==> src/rtl/word_piso_unload.sv <==
// Parallel-in / serial-out word unloader.
//
// Captures DEPTH words of WIDTH bits in one cycle. It then presents them on
// dout_o one per enabled cycle, starting with word 0. valid_o, last_o and
// busy_o frame the stream for the next stage.
//
// Ports:
//   clk_i       rising-edge clock
//   rst_ni      asynchronous active-low reset
//   ce_i        clock enable; when low every register holds and load_i is ignored
//   load_i      capture din_all_i (sampled only when ce_i is high)
//   din_all_i   packed input words, word k = din_all_i[k*WIDTH +: WIDTH]
//   dout_o      current word (head of the shift register)
//   valid_o     dout_o holds an unconsumed word
//   last_o      valid_o and dout_o is the final word of the load
//   busy_o      same as valid_o; a load is accepted only on the last word
//   count_o     words remaining, including the current one
//   ovr_o       sticky flag: a load was rejected while busy (reset clears it)
module word_piso_unload #(
    parameter int unsigned WIDTH = 4,
    parameter int unsigned DEPTH = 3,
    localparam int unsigned CntW = $clog2(DEPTH + 1)
) (
    input  logic                   clk_i,
    input  logic                   rst_ni,
    input  logic                   ce_i,
    input  logic                   load_i,
    input  logic [WIDTH*DEPTH-1:0] din_all_i,
    output logic [WIDTH-1:0]       dout_o,
    output logic                   valid_o,
    output logic                   last_o,
    output logic                   busy_o,
    output logic [CntW-1:0]        count_o,
    output logic                   ovr_o
);

    typedef enum logic [0:0] {StIdle, StShift} state_e;

    localparam logic [CntW-1:0] CntFull = CntW'(DEPTH);
    localparam logic [CntW-1:0] CntOne  = CntW'(1);

    state_e                 state_q, state_d;
    logic [WIDTH*DEPTH-1:0] shreg_q, shreg_d;
    logic [CntW-1:0]        count_q, count_d;
    logic                   ovr_q, ovr_d;

    always_ff @(posedge clk_i or negedge rst_ni) begin
        if (!rst_ni) begin
            state_q <= StIdle;
            shreg_q <= '0;
            count_q <= '0;
            ovr_q   <= 1'b0;
        end else begin
            state_q <= state_d;
            shreg_q <= shreg_d;
            count_q <= count_d;
            ovr_q   <= ovr_d;
        end
    end

    always_comb begin
        state_d = state_q;
        shreg_d = shreg_q;
        count_d = count_q;
        ovr_d   = ovr_q;
        if (ce_i) begin
            unique case (state_q)
                StIdle: begin
                    if (load_i) begin
                        shreg_d = din_all_i;
                        count_d = CntFull;
                        state_d = StShift;
                    end
                end
                StShift: begin
                    if (count_q > CntOne) begin
                        // Consume the head word; a load here is dropped and flagged.
                        shreg_d = shreg_q >> WIDTH;
                        count_d = count_q - CntOne;
                        if (load_i) begin
                            ovr_d = 1'b1;
                        end
                    end else if (load_i) begin
                        // The last word is consumed this cycle, so reload with no bubble.
                        shreg_d = din_all_i;
                        count_d = CntFull;
                    end else begin
                        shreg_d = '0;
                        count_d = '0;
                        state_d = StIdle;
                    end
                end
                default: state_d = StIdle;
            endcase
        end
    end

    assign dout_o  = shreg_q[WIDTH-1:0];
    assign valid_o = (state_q == StShift);
    assign busy_o  = valid_o;
    assign last_o  = valid_o && (count_q == CntOne);
    assign count_o = count_q;
    assign ovr_o   = ovr_q;

endmodule

==> config.mk <==
export PLATFORM = sky130hd
export DESIGN_NAME = word_piso_unload
export DESIGN_NICKNAME = d
export VERILOG_FILES = /design/src/rtl/word_piso_unload.sv
export SDC_FILE = /design/constraint.sdc
export NUM_CORES = 1
export LEC_CHECK = 0
export CORE_MARGIN = 5
export CORE_UTILIZATION = 38
export CTS_CLUSTER_DIAMETER = 30
export DETAILED_ROUTE_END_ITERATION = 10
export GPL_TIMING_DRIVEN = 0
export HOLD_SLACK_MARGIN = 0.05
export PLACE_DENSITY_LB_ADDON = 0.25
export SLEW_MARGIN = 20
export SYNTH_ARGS = -nofsm -noshare
export SYNTH_HDL_FRONTEND = slang
export SYNTH_SLANG_ARGS = --single-unit
==> constraint.sdc <==
create_clock -name clk_i -period 1.2 [get_ports clk_i]
set_input_delay 0.12 -clock clk_i [delete_from_list [all_inputs] [get_ports clk_i]]
set_output_delay 0.12 -clock clk_i [all_outputs]
set_load 0.02 [all_outputs]
==> impl_metrics.csv <==
group,metric,value,unit
timing,slew_headroom,51.0,%
place,placed_area,1020,um^2
setup_path,worstRegToRegCells,4,
detailed_routing,drtAntennaViolNets,0,
detailed_routing,vias,690,
hold_path,hold_path_class,"in -> async",
cells_and_area,layout.nets,125,
die,die_x,53.9,um
detailed_routing,drt_iter0_drc,8,
timing,final-setup-viol-count,8,
global_route,grt.total_usage,14.7,%
die,die_y,53.9,um
setup_path,crit-reg2reg-launch,"busy_o",
detailed_routing,routedWlPerCell,14.3,um
timing,whs,246,ps
place,dpl.cell_count,121,
yosys,ys_ff_latch,16,
timing,layout_setup_ws,-85.4,ps
setup_path,crit_type,"reg -> reg",
yosys,ys_seq_area_share,54.6,%
cells_and_area,n_antenna_cell,0,
cts,clk-insertion-delay-late,300,ps
setup_path,worst-r2r-setup-slack,-90,ps
setup_path,critPathTopFamily,"flip-flops",
detailed_routing,via_per_inst,5.19,
timing,finalCritPeriodShare,107,%
detailed_routing,totalWireLength,1910,um
yosys,synthTopCellsByCount,"dfrtp_1 (16), a21oi_1 (13), o21ai_0 (8)",
cells_and_area,drive_gt1_share,39.8,%
cts,root_buffer,"clkbuf_4",
cells_and_area,syn_to_final_growth,59.2,%
yosys,synth_cell_types,20,
cells_and_area,final_cell_area,1170,um^2
pwr,power_density,2170,nW/um^2
yosys,synth_most_common_cell,"dfrtp_1",
cts,cts_buffers,3,
timing,drv_slew,0,
yosys,synth_top_area_cell,"dfrtp_1",
pwr,ir_drop,0.00129,V
setup_path,critPathLaunchType,"flop",
global_route,grt_pass1_wl,2830,um
cts,cts_max_path_buffers,2,
die,fp-row-count,15,
timing,period_minus_slack,1290,ps
timing,fin_tns_setup,-386,ps
timing,skew,1.75,ps
cts,clkSinkCount,16,
cts,cts_tree,"yes",
yosys,synthCells,71,
die,dieArea,2910,um^2
yosys,synth-edff-count,0,
pwr,p_leak,0.504,nW
setup_path,cp.arrival,1480,ps
cts,clkTransAtPathRegs,100,ps
global_route,grt_max_degree,17,
global_route,globalRoute.totalOverflow,0,
setup_path,cp_num_buf_inv,1,
yosys,synth_top_area_share,54.6,%
place,dpl.hpwl,1200,um
run_status,violations,"negative setup slack",
cells_and_area,final_cell_count_no_fill,133,
yosys,avgSynthCellArea,10.3,um^2
cells_and_area,post-route-util,65.5,%
run_status,status,"complete, but fails checks",
global_route,grt_pass1_vias,640,
timing,fmax,778,MHz
cells_and_area,register_area,403,um^2
setup_path,worstPathRequired,1390,ps
timing,tightest_slew,733,ps
global_route,antenna_found_initial,0,
die,initial_core_util,41.1,%
yosys,synth-async-reset-ratio,100,%
setup_path,worst-path-max-fanout,7,
detailed_routing,route.detailed.drc,0,
yosys,synth_nets,87,
cells_and_area,fillers,142,
die,coreArea,1780,um^2
setup_path,cpPeakStageDelay,470,ps
yosys,ys.warnings.count,0,
timing,hold_viol,0,
timing,rsz0062_at_grt,"true",
yosys,ys.flop_type,"dfrtp_1",
yosys,synth_area,733,um^2
yosys,yosys-top-cells-area,"dfrtp_1 (55%), a21oi_1 (8.9%), o21ai_0 (5.5%), buf_4 (5.1%), a22o_1 (4.8%)",
setup_path,r2r-end,"shreg_q[7]",
setup_path,slowest_stage,"dfrtp_2",
cells_and_area,multiInputGateArea,324,um^2
setup_path,startpoint,"busy_o",
setup_path,critPathCaptureType,"flop",
detailed_routing,drtPass1Iterations,4,
run,maxCapViolCount,0,
cts,htreeDepth,1,
die,pin_count,26,
place,gp_congestion,0.738,
place,port_buffers,25,
pwr,total_power,2.54,mW
place,dp_slack,-318,ps
setup_path,cp_cell_sequence,"buf_6, and2_4, and3_4, a221o_1",
layout by cell type, fill, tap and decap left out:
master and count:
clkdlybuf4s50_1 15, dfrtp_1 14, buf_4 12, a21oi_1 9, o21ai_0 8, buf_6 6
nor2_1 6, a22o_1 4, a21oi_2 4, clkbuf_4 3, and3_4 2, a221o_1 2
dfrtp_2 2, dlygate4sd2_1 2, clkbuf_2 2, clkdlybuf4s15_2 2, inv_4 1, inv_2 1
nor3_2 1, and2_4 1, a31o_1 1, o21ai_4 1, nand2_1 1, nor2_4 1
and2b_2 1, a32oi_1 1, o21a_4 1, and2b_1 1, o21ai_1 1, clkbuf_8 1
buf_2 1
cells by family (layout without fill, tap and decap cells):
group	Yosys count	in the layout	share of synthesized area, %
AO/OA/AOI/OAI	32	32	27.3
flip-flops	16	16	54.6
AND/OR/NAND/NOR	14	14	9.73
buffers and inverters	9	46	8.36
layout make-up:
| cell class | count | share of cell area [%] |
|---|---|---|
| Multi-Input combinational cell | 46 | 27.8 |
| Clock buffer | 4 | 3.11 |
| Tap cell | 25 | 2.68 |
| Timing Repair Buffer | 34 | 26.6 |
| Buffer | 6 | 4.50 |
| Sequential cell | 16 | 34.5 |
| Inverter | 2 | 0.857 |
sequential cells by signal (all words and copies together) (netlist names):
name,flops
shreg_q,12
busy_o,1
ovr_o,1
count_o,2
worst max-delay path by stage:
stage | endpoint | slack [ps] | depth (start not counted)
floorplan | shreg_q[6] | -80 | 4
global placement | last_o | -290 | 3
detailed placement | last_o | -320 | 3
CTS | shreg_q[7] | -140 | 5
global route | shreg_q[6] | -110 | 4
finish | shreg_q[7] | -90 | 4
report_power, final:
| group | internal (mW) | switching, mW |
|---|---|---|
| clock | 0.185 | 0.190 |
| combinational | 0.659 | 0.616 |
| sequential | 0.729 | 0.158 |
per-layer routing:
layer  share of wire (%)  routed length, um  vias up  global-route usage, %
li1                    -                  -      328                      -
met1                  45                861      333                   18.2
met2                  47                895       23                   21.4
met3                 4.8                 92        6                   4.16
met4                 3.0                 58        0                   11.5
met5                   0                  0        -                      0
what timing repair did:
item	4_1_cts	5_1_grt
setup endpoints to repair	22	19
pin swaps	2	6
setup buffers	4	4
resized for setup	38	17
hold buffers	0	0
gates cloned	0	1
Power figures use the tool's default switching activity.
